`config.mk`:
```
export PLATFORM = sky130hd
export DESIGN_NAME = inst_prefetch_queue_flat
export DESIGN_NICKNAME = d
export VERILOG_FILES = /design/src/rtl/inst_prefetch_queue_if.sv /design/src/rtl/inst_prefetch_queue.sv /design/src/flat_wrapper.sv
export SDC_FILE = /design/constraint.sdc
export NUM_CORES = 1
export LEC_CHECK = 0
export ABC_AREA = 1
export ABC_CLOCK_PERIOD_IN_PS = 8400
export CORE_AREA = 2 2 225 227
export DETAILED_ROUTE_END_ITERATION = 7
export DIE_AREA = 0 0 227 229
export PLACE_DENSITY_LB_ADDON = 0.3
export SYNTH_ARGS = -nofsm -noshare
export SYNTH_HDL_FRONTEND = slang
export SYNTH_SLANG_ARGS = --single-unit
```
`constraint.sdc`:
```
create_clock -name Clk -period 8.4 [get_ports Clk]
set_input_delay 1.26 -clock Clk [delete_from_list [all_inputs] [get_ports Clk]]
set_output_delay 1.26 -clock Clk [all_outputs]
set_load 0.01 [all_outputs]
```
`src/rtl/inst_prefetch_queue_if.sv`:
```
// Fetch/IF-ID bundle of the instruction prefetch queue: imem address/data, head handshake, redirect, status.
// master = the queue itself, slave = the surrounding fetch/decode logic.
interface inst_prefetch_queue_if #(
    parameter int CW = 3
);
    logic [31:0]   Fetch_Adrs;
    logic [31:0]   Inst_In;
    logic [31:0]   Inst_Out;
    logic [31:0]   PC4_Out;
    logic          Valid_Out;
    logic          Ready_In;
    logic          Redirect;
    logic [31:0]   Redirect_Adrs;
    logic [CW-1:0] Occupancy;
    logic [31:0]   Stall_Cycles;
    logic [31:0]   Flush_Count;

    modport master (
        output Fetch_Adrs, Inst_Out, PC4_Out, Valid_Out, Occupancy, Stall_Cycles, Flush_Count,
        input  Inst_In, Ready_In, Redirect, Redirect_Adrs
    );

    modport slave (
        input  Fetch_Adrs, Inst_Out, PC4_Out, Valid_Out, Occupancy, Stall_Cycles, Flush_Count,
        output Inst_In, Ready_In, Redirect, Redirect_Adrs
    );
endinterface

```
`src/rtl/inst_prefetch_queue.sv`:
```
// Instruction prefetch queue: owns fetch PC, buffers {inst, pc+4}; fetch-to-head latency 1 cycle.
// Fetch stalls when full unless the head dequeues that cycle; PREFETCH_STATS_EN adds stall/flush counters.
module inst_prefetch_queue #(
    parameter logic [31:0] RESET_PC = 32'h0000_0000,
    parameter int          DEPTH    = 4,
    parameter int          CW       = 3
) (
    input  logic                 Clk,
    input  logic                 Rst,
    inst_prefetch_queue_if.master bus
);
    localparam int AW = $clog2(DEPTH);

    typedef struct packed {
        logic [31:0] inst;
        logic [31:0] pc4;
    } entry_t;

    entry_t        r_mem [DEPTH];
    entry_t        r_last;
    logic [AW-1:0] r_head;
    logic [AW-1:0] r_tail;
    logic [CW-1:0] r_count;
    logic [31:0]   r_fetch_pc;

    logic          w_full;
    logic          w_valid;
    logic          w_deq;
    logic          w_enq;
    logic [31:0]   w_pc4;
    logic [31:0]   w_redirect_pc;
    entry_t        w_head;

    assign w_full        = (r_count == CW'(DEPTH));
    assign w_valid       = (r_count != '0);
    assign w_deq         = w_valid && bus.Ready_In;
    assign w_enq         = !bus.Redirect && (!w_full || w_deq);
    assign w_pc4         = r_fetch_pc + 32'd4;
    assign w_redirect_pc = bus.Redirect_Adrs & ~32'h0000_0003;
    assign w_head        = r_mem[r_head];

    always_ff @(posedge Clk) begin
        if (Rst) begin
            r_fetch_pc <= RESET_PC;
            r_head     <= '0;
            r_tail     <= '0;
            r_count    <= '0;
        end else if (bus.Redirect) begin
            r_fetch_pc <= w_redirect_pc;
            r_head     <= '0;
            r_tail     <= '0;
            r_count    <= '0;
        end else begin
            if (w_deq) begin
                r_head <= r_head + 1'b1;
            end
            if (w_enq) begin
                r_tail     <= r_tail + 1'b1;
                r_fetch_pc <= w_pc4;
            end
            if (w_enq && !w_deq) begin
                r_count <= r_count + 1'b1;
            end else if (!w_enq && w_deq) begin
                r_count <= r_count - 1'b1;
            end
        end
    end

    // Storage is not reset; only entries covered by r_count are ever observed.
    always_ff @(posedge Clk) begin
        if (!Rst && w_enq) begin
            r_mem[r_tail] <= {bus.Inst_In, w_pc4};
        end
    end

    // Shadow of the displayed head so outputs hold once the queue drains.
    always_ff @(posedge Clk) begin
        if (Rst) begin
            r_last <= '0;
        end else if (w_valid) begin
            r_last <= w_head;
        end
    end

    assign bus.Fetch_Adrs = r_fetch_pc;
    assign bus.Valid_Out  = w_valid;
    assign bus.Occupancy  = r_count;
    assign bus.Inst_Out   = w_valid ? w_head.inst : r_last.inst;
    assign bus.PC4_Out    = w_valid ? w_head.pc4  : r_last.pc4;

`ifdef PREFETCH_STATS_EN
    logic [31:0] r_stall_cycles;
    logic [31:0] r_flush_count;
    logic        w_discard;

    // A head delivered in the redirect cycle is not a discarded entry.
    assign w_discard = bus.Redirect && (r_count > (w_deq ? CW'(1) : CW'(0)));

    always_ff @(posedge Clk) begin
        if (Rst) begin
            r_stall_cycles <= '0;
            r_flush_count  <= '0;
        end else begin
            if (w_full && !w_deq && (r_stall_cycles != 32'hFFFF_FFFF)) begin
                r_stall_cycles <= r_stall_cycles + 32'd1;
            end
            if (w_discard && (r_flush_count != 32'hFFFF_FFFF)) begin
                r_flush_count <= r_flush_count + 32'd1;
            end
        end
    end

    assign bus.Stall_Cycles = r_stall_cycles;
    assign bus.Flush_Count  = r_flush_count;
`else
    assign bus.Stall_Cycles = 32'd0;
    assign bus.Flush_Count  = 32'd0;
`endif
endmodule

```
`src/flat_wrapper.sv`:
```
// flat-port wrapper written by rule: the top's interface ports become plain ports
module inst_prefetch_queue_flat 
#(
    parameter logic [31:0] RESET_PC = 32'h0000_0000,
    parameter int          DEPTH    = 4,
    parameter int          CW       = 3
)
  (Clk, Rst, bus_Fetch_Adrs, bus_Inst_Out, bus_PC4_Out, bus_Valid_Out, bus_Occupancy, bus_Stall_Cycles, bus_Flush_Count, bus_Inst_In, bus_Ready_In, bus_Redirect, bus_Redirect_Adrs);
  inst_prefetch_queue_if #(.CW(CW)) bus_i ();
  input  logic Clk;
  input  logic Rst;
  output wire logic [$bits(bus_i.Fetch_Adrs)-1:0] bus_Fetch_Adrs;
  output wire logic [$bits(bus_i.Inst_Out)-1:0] bus_Inst_Out;
  output wire logic [$bits(bus_i.PC4_Out)-1:0] bus_PC4_Out;
  output wire logic [$bits(bus_i.Valid_Out)-1:0] bus_Valid_Out;
  output wire logic [$bits(bus_i.Occupancy)-1:0] bus_Occupancy;
  output wire logic [$bits(bus_i.Stall_Cycles)-1:0] bus_Stall_Cycles;
  output wire logic [$bits(bus_i.Flush_Count)-1:0] bus_Flush_Count;
  input wire logic [$bits(bus_i.Inst_In)-1:0] bus_Inst_In;
  input wire logic [$bits(bus_i.Ready_In)-1:0] bus_Ready_In;
  input wire logic [$bits(bus_i.Redirect)-1:0] bus_Redirect;
  input wire logic [$bits(bus_i.Redirect_Adrs)-1:0] bus_Redirect_Adrs;
  assign bus_Fetch_Adrs = bus_i.Fetch_Adrs;
  assign bus_Inst_Out = bus_i.Inst_Out;
  assign bus_PC4_Out = bus_i.PC4_Out;
  assign bus_Valid_Out = bus_i.Valid_Out;
  assign bus_Occupancy = bus_i.Occupancy;
  assign bus_Stall_Cycles = bus_i.Stall_Cycles;
  assign bus_Flush_Count = bus_i.Flush_Count;
  assign bus_i.Inst_In = bus_Inst_In;
  assign bus_i.Ready_In = bus_Ready_In;
  assign bus_i.Redirect = bus_Redirect;
  assign bus_i.Redirect_Adrs = bus_Redirect_Adrs;
  inst_prefetch_queue #(.RESET_PC(RESET_PC), .DEPTH(DEPTH), .CW(CW)) u_core (.Clk(Clk), .Rst(Rst), .bus(bus_i));
endmodule
```
==> impl_metrics.toml <==
[floorplanning]
coreArea_mm2 = 0.0497
die_w_um = 227
die_h_um = 229
start_util = 0.295
io_pins = 232
rows = 82
dieArea_mm2 = 0.0520

[cells_and_area]
final_cell_mix = "nand2_1, edfxtp_1, clkdlybuf4s50_1, dfxtp_1, nor2_1"
diodes = 0
final_cell_count_no_fill = 2179
synthToLayoutAreaGrowth_pct = 22.3
fin_nets = 1552
drive_gt1_frac = 0.0737
fin_util = 0.361
mostFrequentLayoutCell = "nand2_1"
post-route-cell-area_mm2 = 0.0179

[timing]
maxSlewHeadroom = 0.272
max_slew.worst_pin.slew_ns = 1.09
period_share = 0.592
fin_crit_ns = 4.98
finClkSkew_ns = 0.0160
finalHoldViolations = 0
clock.fmax_ghz = 0.201
setup_viol = 0
rsz0062_at_grt = "no"
finalSetupTns_ns = 0
slew_violations = 0
hold_ws_ns = 0.455
fin_ws_ns = 3.42

[synthesis]
ys_seq_area_frac = 0.646
yosys.area.top_type = "edfxtp_1"
netlist_area_mm2 = 0.0147
synth_compound_area_frac = 0.0936
yosys_warnings = 0
yosysTopAreaCellShare = 0.508
synth-simple-area-share = 0.126
synth_top_family_by_area = "simple AND/OR/NAND/NOR gates"
synthMuxAreaShare = 0.0423
syn_inst = 1328
synth_cell_types = 36
synthAdderAreaFrac = 0.00648
yosys_most_used_dff = "edfxtp_1"
ys_async_sr_fraction = 0
ys_top_cells_by_area = "edfxtp_1, dfxtp_1, nand2_1, mux2i_1, buf_4"
synth.avg_cell_area_um2 = 11.0
synth_edf_count = 248
synth-seq-cells = 349
synth_xor_xnor_area_share = 0.0143

[drt]
vias_per_cell = 4.46
firstDrtPassIters = 4
drt_iter0_markers = 499
wl_per_cell_um = 17.2
vias = 9717
wirelength_um = 37500
remaining_drc_errors = 0
route.antenna.remaining_nets = 0

[cts]
clock-sinks = 349
post_cts_buffers = 0
cts_tree = "done"
cts-root-buf = "clkbuf_16"
htreeDepth = 2
hold_buffers = 0
postCtsResizedCells = 0
clock_tree.buffer_depth = 3
insertion_delay_ns = 0.55
path_clk_slew_ns = 0.06
numCtsBuffers = 39

[setup_path]
critPathLaunchType = "flop"
cp_top_family = "buffers and inverters"
slowest_stage = "dfxtp_4"
path_class = "flop to output port"
path_buf_inv = 3
cp_max_fo = 47
cpPeakStageDelay_ns = 0.65
cp-end-kind = "output port"
required_ns = 7.14
crit_chain = "buf_4, buf_4, o21ai_0, o22ai_1, nand2_1, nand2_1, clkdlybuf4s50_1"
cp.arrival_ns = 3.72

[grt]
grt.overflow.total = 0
grtUsageTotal = 0.143
grt_pass1_vias = 9568
antenna_found_initial = 1
grt_pass1_wl_um = 56300
grt_max_degree = 92

[placed_design]
placed_cell_area_mm2 = 0.0167
dp_slack_ns = 3.40
routabilityCongestion = 0.856
io_buffer_count = 161
dpl.hpwl_um = 22200
dp.cells = 2108

[power]
p_leak_nw = 6.37
combPwrFrac = 0.123
p_per_area_mw_per_mm2 = 231
cell_internal_pwr_mw = 3.12
clkPwrFrac = 0.407
power_mw = 4.14
swShare = 0.247
p_sw_mw = 1.02
vdd_ir_drop_max_mv = 0.124
seqPwrFrac = 0.470

[run]
maxCapViolCount = 0

[worst_hold_path]
hold_class = "flop to flop"

[run_status]
outcome = "finished clean"
==> kinds of logic after synthesis <==
group | Yosys count
xor+xnor | 18
compound gates | 247
buf+inv | 188
mux | 62
flops | 349
other cells | 1
fa+ha+maj | 7
simple gates | 456
==> final cells by class <==
type / count / area [µm²]
Clock buffer: 54 / 1110
Clock inverter: 17 / 158
Fill cell: 4962 / 31700
Inverter: 55 / 208
Multi-Input combinational cell: 858 / 4440
Sequential cell: 349 / 9480
Tap cell: 672 / 841
Timing Repair Buffer: 174 / 1710
==> final timing paths <==
kind | startpoint | endpoint | slack, ns | cells after the start
setup / recovery | flop | bus_PC4_Out[9] | 3.42 | 7
hold / removal | u_core.r_head[1] | flop | 0.45 | 2
setup reg to reg | u_core.bus.Occupancy[0] | u_core.r_mem[3][25] | 5.24 | 7
hold reg to reg | u_core.r_head[1] | flop | 0.45 | 2
==> worst register-to-register path: stages (launching register included) <==
cell	delay [ns]
dfxtp_1	0.42
nor2_1	0.10
nand2_1	0.11
inv_1	0.10
nor2_4	0.25
inv_1	0.28
nor2_4	0.78
buf_4	0.71
==> sequential cells by signal, indices dropped and copies added (netlist names), named ones only <==
register	cells
u_core.bus.Occupancy	3
u_core.r_mem	248
u_core.r_tail	2
u_core.r_head	2
u_core.r_last	62
u_core.bus.Fetch_Adrs	30
==> cells in the mapped netlist, types with 3 or more instances <==
cell type / n
buf_1: 5
inv_2: 3
ha_1: 6
xor2_1: 8
inv_1: 52
nand2_2: 6
mux2i_1: 62
nand3_1: 9
dfxtp_1: 101
nor2_1: 92
edfxtp_1: 248
buf_6: 7
buf_2: 16
and2_1: 3
nor2_2: 5
nor3_1: 4
buf_4: 70
o21ai_0: 80
xor2_2: 5
a22o_1: 12
nand3b_1: 4
a21oi_1: 82
clkbuf_1: 35
nor2_4: 8
nand2_1: 322
a31oi_1: 8
o22ai_1: 62
xnor2_1: 3
==> layer usage <==
layer / vias to the layer above / wire length [µm] / track usage
met1: 4684 / 17400 / 0.193
met5: - / 0 / 0
li1: 4762 / - / -
met2: 224 / 17500 / 0.233
met3: 47 / 1870 / 0.0258
met4: 0 / 805 / 0.0462
==> power by group through the flow <==
stage | registers, mW | clock network, mW | logic (mW)
finish | 1.95 | 1.68 | 0.509
global route | 1.96 | 1.80 | 0.563
detailed placement | 1.99 | 0 | 0.519
floorplan | 1.98 | 0 | 0.276
global placement | 1.98 | 0 | 0.512
CTS | 1.95 | 1.74 | 0.521
Note: power is estimated with default switching activity, not from simulation.
